==> config.mk <==
export PLATFORM = sky130hd
export DESIGN_NAME = adder_share_ctrl
export DESIGN_NICKNAME = d
export VERILOG_FILES = /design/src/rtl/adder_share_ctrl.sv
export SDC_FILE = /design/constraint.sdc
export NUM_CORES = 1
export LEC_CHECK = 0
export CAP_MARGIN = 0
export CORE_AREA = 2 2 159 161
export CTS_CLUSTER_DIAMETER = 80
export DETAILED_ROUTE_END_ITERATION = 6
export DIE_AREA = 0 0 161 163
export PLACE_DENSITY = 0.7
export SYNTH_ARGS = -nofsm -noshare
export SYNTH_HDL_FRONTEND = slang
export SYNTH_SLANG_ARGS = --single-unit
==> constraint.sdc <==
create_clock -name clk -period 6.8 [get_ports clk]
set_input_delay 1.36 -clock clk [delete_from_list [all_inputs] [get_ports clk]]
set_output_delay 1.36 -clock clk [all_outputs]
set_load 0.05 [all_outputs]
==> src/rtl/adder_share_ctrl.sv <==
// rtl/adder_share_ctrl.sv - round-robin controller time-sharing one external adder among requesters
// Optional ADDER_CARRY_CHAIN_EN: lock a requester across multi-word carry chains.
`ifndef ADDER_SIZE
`define ADDER_SIZE 32
`endif

module adder_share_ctrl #(
    parameter int NUM_REQ = 4,
    parameter int DATA_W  = `ADDER_SIZE,
    parameter int ID_W    = $clog2(NUM_REQ)
) (
    input  logic                        clk,
    input  logic                        rst,
    input  logic [NUM_REQ-1:0]          req_valid,
    output logic [NUM_REQ-1:0]          req_ready,
    input  logic [NUM_REQ*DATA_W-1:0]   req_op1,
    input  logic [NUM_REQ*DATA_W-1:0]   req_op2,
    input  logic [NUM_REQ-1:0]          req_cin,
    input  logic [NUM_REQ-1:0]          req_last,
    output logic [DATA_W-1:0]           add_op1,
    output logic [DATA_W-1:0]           add_op2,
    output logic                        add_cin,
    input  logic [DATA_W-1:0]           add_res,
    input  logic                        add_cout,
    output logic                        rsp_valid,
    input  logic                        rsp_ready,
    output logic [ID_W-1:0]             rsp_id,
    output logic [DATA_W-1:0]           rsp_sum,
    output logic                        rsp_cout
);
    typedef enum logic [1:0] {S_IDLE, S_EXEC, S_RESP} state_t;

    state_t              r_state;
    state_t              w_state_nxt;
    logic [ID_W-1:0]     r_rr_ptr;
    logic [ID_W-1:0]     r_id;
    logic [DATA_W-1:0]   r_op1;
    logic [DATA_W-1:0]   r_op2;
    logic                r_cin;
    logic [DATA_W-1:0]   r_sum;
    logic                r_cout;

    logic [DATA_W-1:0]   w_op1_arr [NUM_REQ];
    logic [DATA_W-1:0]   w_op2_arr [NUM_REQ];
    logic                w_rr_found;
    logic [ID_W-1:0]     w_rr_gnt;
    logic [ID_W-1:0]     w_idx;
    logic                w_found;
    logic [ID_W-1:0]     w_gnt;
    logic [ID_W-1:0]     w_gnt_inc;
    logic                w_accept;
    logic                w_cin_sel;

    for (genvar i = 0; i < NUM_REQ; i++) begin : g_unpack
        assign w_op1_arr[i] = req_op1[i*DATA_W +: DATA_W];
        assign w_op2_arr[i] = req_op2[i*DATA_W +: DATA_W];
    end

    // First valid requester at or above the pointer, wrapping around.
    always_comb begin
        w_rr_found = 1'b0;
        w_rr_gnt   = '0;
        w_idx      = '0;
        for (int k = 0; k < NUM_REQ; k++) begin
            w_idx = ID_W'((int'(r_rr_ptr) + k) % NUM_REQ);
            if (!w_rr_found && req_valid[w_idx]) begin
                w_rr_found = 1'b1;
                w_rr_gnt   = w_idx;
            end
        end
    end

`ifdef ADDER_CARRY_CHAIN_EN
    logic            r_lock;
    logic [ID_W-1:0] r_lock_id;

    assign w_found   = r_lock ? req_valid[r_lock_id] : w_rr_found;
    assign w_gnt     = r_lock ? r_lock_id : w_rr_gnt;
    assign w_cin_sel = r_lock ? r_cout : req_cin[w_gnt];
`else
    logic w_unused_last;

    assign w_unused_last = ^req_last;
    assign w_found       = w_rr_found;
    assign w_gnt         = w_rr_gnt;
    assign w_cin_sel     = req_cin[w_gnt];
`endif

    assign w_accept  = (r_state == S_IDLE) && w_found;
    assign w_gnt_inc = (w_gnt == ID_W'(NUM_REQ - 1)) ? '0 : w_gnt + 1'b1;

    always_comb begin
        req_ready = '0;
        req_ready[w_gnt] = w_accept & ~rst;
    end

    always_ff @(posedge clk or posedge rst) begin
        if (rst) r_state <= S_IDLE;
        else     r_state <= w_state_nxt;
    end

    always_comb begin
        w_state_nxt = r_state;
        case (r_state)
            S_IDLE:  if (w_accept) w_state_nxt = S_EXEC;
            S_EXEC:  w_state_nxt = S_RESP;
            S_RESP:  if (rsp_ready) w_state_nxt = S_IDLE;
            default: w_state_nxt = S_IDLE;
        endcase
    end

    always_ff @(posedge clk or posedge rst) begin
        if (rst) begin
            r_op1    <= '0;
            r_op2    <= '0;
            r_cin    <= 1'b0;
            r_id     <= '0;
            r_sum    <= '0;
            r_cout   <= 1'b0;
            r_rr_ptr <= '0;
`ifdef ADDER_CARRY_CHAIN_EN
            r_lock    <= 1'b0;
            r_lock_id <= '0;
`endif
        end else begin
            if (w_accept) begin
                r_op1 <= w_op1_arr[w_gnt];
                r_op2 <= w_op2_arr[w_gnt];
                r_cin <= w_cin_sel;
                r_id  <= w_gnt;
`ifdef ADDER_CARRY_CHAIN_EN
                // Pointer only moves once the whole chain has been accepted.
                if (req_last[w_gnt]) begin
                    r_lock   <= 1'b0;
                    r_rr_ptr <= w_gnt_inc;
                end else begin
                    r_lock    <= 1'b1;
                    r_lock_id <= w_gnt;
                end
`else
                r_rr_ptr <= w_gnt_inc;
`endif
            end
            if (r_state == S_EXEC) begin
                r_sum  <= add_res;
                r_cout <= add_cout;
            end
        end
    end

    assign add_op1   = r_op1;
    assign add_op2   = r_op2;
    assign add_cin   = r_cin;
    assign rsp_valid = (r_state == S_RESP);
    assign rsp_id    = r_id;
    assign rsp_sum   = r_sum;
    assign rsp_cout  = r_cout;

endmodule
## After elaboration in Yosys (flattened, before gate mapping)

Index checks and enable logic that the tools add are counted.

- Memory bits (read-only): 0
- Output and inout port bits: 105
- Logic and storage cells: 68
- Input bits: 304
- Latch bits: 0
- RAM bits: 0
- Memories: 0
- Register bits after elaboration: 104

- Div/mod/pow operators: 0
- Bitwise operators: 4
- Shifts and indexed selects: 0
- Muxes and demuxes: 30
- Order comparisons: 7
- Add/subtract/negate cells: 4
- $mul: 0
- Reductions and logical operators: 10
- Equality and inequality tests: 5

Operators with widths:

| cell | count |
|---|---|
| 32-bit binary-select mux with 2-bit select | 2 |
| 32-bit two-way mux | 4 |
| 2-bit by 3-bit less-than comparator with 1-bit output (second input constant) | 5 |
| 2-bit two-way mux | 7 |
| 1-bit binary-select mux with 2-bit select | 5 |
| 1-bit two-way mux | 10 |
| 2-bit case mux with 3 select lines | 1 |
| 1-bit logical AND | 5 |
| 2-bit by 1-bit adder with 2-bit output (second input constant) | 2 |
| 2-bit adder (second input constant) | 2 |
| 4-bit AND | 1 |
| 2-bit == test (second input constant) | 2 |
| 3-bit greater-or-equal comparator (second input constant) | 1 |
| 1-bit logical NOT | 3 |
| 2-bit NOT with 3-bit output | 1 |
| 1-bit demux with 2-bit select | 1 |
| 2-bit by 1-bit == test with 1-bit output (second input constant) | 1 |
| 2-bit by 1-bit greater-or-equal comparator with 1-bit output (second input constant) | 1 |
| 2-bit logical NOT | 1 |
| 2-bit by 1-bit inequality test with 1-bit output (second input constant) | 1 |
| 2-bit inequality test (second input constant) | 1 |
| 2-bit AND reduction | 1 |
| 1-bit AND | 1 |
| 1-bit NOT | 1 |

## Depth between registers and ports, before layout

- Depth in word-level cells: 17
- Depth in mapped cells: 9
- Gate-level depth less buffers: 6

## Worst setup path after synthesis

No wires, ideal clock.

- Kind: input-to-output
- Start: input port rst
- End: output port req_ready[0]
- Stages: 2
- Slack: 1.156 ns
- Buffers on the path: 0
- Required time: 5.440 ns
- Data arrival time: 4.284 ns
- Path through: inv_1 -> and3_1

- Longest elaborated chain between the ends: 3

RTL lines:

| element | RTL line | RTL |
|---|---|---|
| start: declaration | 13 | `input logic rst,` |
| 1-bit NOT | 94 | `req_ready[w_gnt] = w_accept & ~rst;` |
| 1-bit AND | 94 |  |
| 4-bit AND (no line) | -- |  |
| end: declaration | 15 | `output logic [NUM_REQ-1:0] req_ready,` |

No other way between the ends.

## Worst setup path after layout

- Start: input port req_valid[0]
- End: output port req_ready[3]

- Longest elaborated chain between the ends: 17
- Elaborated cells on any way between the ends: 30
- Those cells by class: order compare (2); mux (18); bitwise (2); reduce/logical (8)

RTL lines:

| element | RTL line | RTL |
|---|---|---|
| start: declaration | 14 | `input logic [NUM_REQ-1:0] req_valid,` |
| 1-bit binary-select mux with 2-bit select | 66 | `if (!w_rr_found && req_valid[w_idx]) begin` |
| 1-bit two-way mux (not written as such) | 66 |  |
| 1-bit two-way mux | 66 |  |
| 1-bit logical NOT | 66 |  |
| 1-bit logical AND | 66 |  |
| 1-bit two-way mux | 66 |  |
| 1-bit logical NOT | 66 |  |
| 1-bit logical AND | 66 |  |
| 1-bit two-way mux | 66 |  |
| 1-bit logical NOT | 66 |  |
| 1-bit logical AND | 66 |  |
| 2-bit two-way mux | 66 |  |
| 2-bit by 3-bit less-than comparator with 1-bit output (not written as such) or 2-bit by 1-bit greater-or-equal comparator with 1-bit output (tied branches) | 94 |  |
| 1-bit logical AND (not written as such) | 94 |  |
| 1-bit two-way mux (not written as such) | 94 |  |
| 1-bit demux with 2-bit select | 94 |  |
| 4-bit AND (no line) * | -- |  |

Every way passes the cells marked *; elsewhere a longest branch is shown, timed or not. The select of a mux whose other input is x is not followed.

==> flow_metrics.py <==
metrics = {
    "status": {
        "status": "completed",
    },
    "placed_design": {
        "io_buffers": 404,
        "dpl.hpwl_um": 16800,
        "dpl.cell_count": 1183,
        "gp_congestion": 0.772,
    },
    "critical_path": {
        "cp_data_arrival_time_ns": 4.22,
        "worstPathMaxFanout": 22,
        "critical_path_class": "input pin to primary output",
        "crit_required_ns": 5.44,
        "startpoint_type": "input pin",
        "end_kind": "primary output",
    },
    "die": {
        "rows": 58,
        "fp.dieArea_um2": 26200,
        "initial_core_util_pct": 23.1,
        "core_area_um2": 24700,
        "dieHeight_um": 163,
        "fp.dieW_um": 161,
        "ios": 409,
    },
    "synth": {
        "netlist_area_um2": 5710,
        "ys_types": 34,
        "synth-main-ff-cell": "dfrtp_1",
        "synthTopCellsByCount": "dfrtp_1, nor2_1, mux2i_1",
        "syn_nets": 796,
        "synth-seq-area-share_pct": 45.6,
        "synthCells": 491,
        "synth_area_leaders": "dfrtp_1, mux2i_1, a221oi_2",
        "synth.most_common_cell": "dfrtp_1",
        "synth.largest_area_cell": "dfrtp_1",
        "synth_seq_cells": 104,
        "synth-edff-count": 0,
        "yosys_warnings": 0,
        "async_reset_ff_share_pct": 100,
        "synth_top_area_share_pct": 45.6,
        "avgSynthCellArea_um2": 11.6,
    },
    "drt": {
        "vias_per_cell": 4.68,
        "routed_wirelength_um": 22200,
        "ant_nets": 0,
        "route.detailed.drc": 0,
        "firstDrtPassIters": 4,
        "drt-initial-drc-count": 172,
        "wire_per_inst_um": 18.5,
        "num_vias": 5616,
    },
    "global_route": {
        "antenna_found_initial": 0,
        "grt_max_degree": 74,
        "grt_pass1_wl_um": 33200,
        "overflow": 0,
        "grt.total_usage_pct": 16.3,
        "grt_pass1_vias": 5782,
    },
    "clock_network": {
        "cts_made_buffers": 9,
        "cts_sinks": 104,
        "postCtsSetupBuffers": 0,
        "ctsResizeCount": 0,
        "tritoncts": "done",
        "ctsHoldBuffers": 0,
        "h-tree-depth": 3,
        "clock_latency_ns": 0.36,
        "clkTransAtPathRegs_ns": 0.09,
        "clockBufferDepth": 2,
        "cts_root_buffer": "clkbuf_16",
    },
    "sta": {
        "min_period_over_period_pct": 82.0,
        "drv_slew": 0,
        "grt_setup_unrepaired": "no",
        "fmax_ghz": 0.179,
        "maxSlewHeadroom_pct": 29.5,
        "tns_ns": 0,
        "worstMarginPinSlew_ns": 1.06,
        "min_period_ns": 5.58,
        "finalHoldViolations": 0,
        "finalClockSkew_ns": 0.0119,
        "setup_viol": 0,
    },
    "finish": {
        "fillers": 2407,
        "antenna-diode-count": 0,
        "drive_above_1_share_pct": 12.4,
        "final_nets": 1169,
        "fin_cells": 1199,
        "utilization_pct": 41.6,
        "area_growth_syn_to_layout_pct": 79.9,
    },
    "min_path": {
        "holdCritPathClass": "flip-flop to flip-flop",
    },
    "power": {
        "p_leak_nw": 4.09,
        "peakVddDrop_v": 0.000240,
        "cellPowerDensity_nw_per_um2": 493,
    },
    "job": {
        "maxCapViolCount": 0,
    },
}
cells by family (layout without fill, tap and decap cells):
group / Yosys count / in the layout / synth area share (%)
AOI/OAI and AO/OA: 145 / 145 / 23.4
adders and majority gates: 1 / 1 / 0.219
buffers and inverters: 55 / 433 / 5.94
DFF: 104 / 104 / 45.6
muxes: 100 / 100 / 18.3
and+or+nand+nor: 86 / 86 / 6.49
registers in the layout (all words and copies together), names as in the netlist:
signal,flops
add_cin,1
add_op1,32
add_op2,32
r_rr_ptr,2
r_state,2
rsp_cout,1
rsp_id,2
rsp_sum,32
power by group:
group	internal, W	switching [W]	leakage [nW]
Combinational	0.00127	0.00210	2.74
Clock	0.000268	0.000287	0.154
Sequential	0.000949	0.000179	1.19
Total	0.00249	0.00257	4.09
final cells by class:
type | instances | area (um2) | area share [%]
Clock buffer | 9 | 225 | 2.19
Clock inverter | 7 | 91.3 | 0.890
Inverter | 5 | 21.3 | 0.207
Multi-Input combinational cell | 332 | 2810 | 27.4
Sequential cell | 104 | 2600 | 25.4
Tap cell | 330 | 413 | 4.02
Timing Repair Buffer | 412 | 4100 | 39.9
per-stage QoR:
stage                     setup WS [ns]  cell area, um2  hold WS, ns  power (W)
after global placement             1.22            9950        0.466    0.00451
after CTS                          1.18           10300        0.501    0.00512
after global routing               1.06           10300        0.525    0.00534
after detailed placement           1.18            9950        0.479    0.00455
after floorplan                    1.16            5710        0.549    0.00344
final                              1.22           10300        0.495    0.00506
per-layer routing:
metal / vias to the layer above / part of all wire, % / GRT usage [%]
met3: 24 / 8.7 / 5.53
met2: 273 / 50 / 28.6
met5: - / 0 / 0
li1: 2654 / - / -
met4: 0 / 1.7 / 4.46
met1: 2665 / 40 / 18.8
path summary, 6_finish.rpt:
check                              from      endpoint  slack (ns)  cells after the start
max                        req_valid[0]  req_ready[3]        1.22                      7
max reg2reg                 r_rr_ptr[1]   add_op2[27]        3.79                      5
max in group asynchronous           rst   rsp_sum[30]        4.06                      3
min reg2reg                   rsp_id[1]     rsp_id[1]        0.50                      2
min in group asynchronous           rst     rsp_id[1]        1.43                      2
min                           rsp_id[1]     rsp_id[1]        0.50                      2
placed cells by master (no fill, tap or decap), types with 2 or more instances in the layout:
master	netlist	routed
a211o_4	0	2
a21oi_1	3	3
a221oi_1	26	26
a221oi_2	39	39
and3_1	3	3
buf_4	6	10
clkbuf_16	0	9
clkdlybuf4s50_1	0	402
clkinv_8	0	3
dfrtp_1	104	104
inv_1	4	3
inv_8	0	3
mux2_2	34	34
mux2i_1	66	66
nand2_1	6	6
nand2b_1	3	2
nor2_1	67	67
nor2b_1	2	2
o21ai_0	4	4
o22ai_1	65	65
worst max-delay path: stages:
cell	delay, ns
clkdlybuf4s50_1	0.59
a21boi_0	0.20
o221ai_4	0.86
inv_1	0.12
ha_1	0.23
and3_1	0.16
clkdlybuf4s50_1	0.69
No activity file was read; power rests on OpenSTA's default activity.
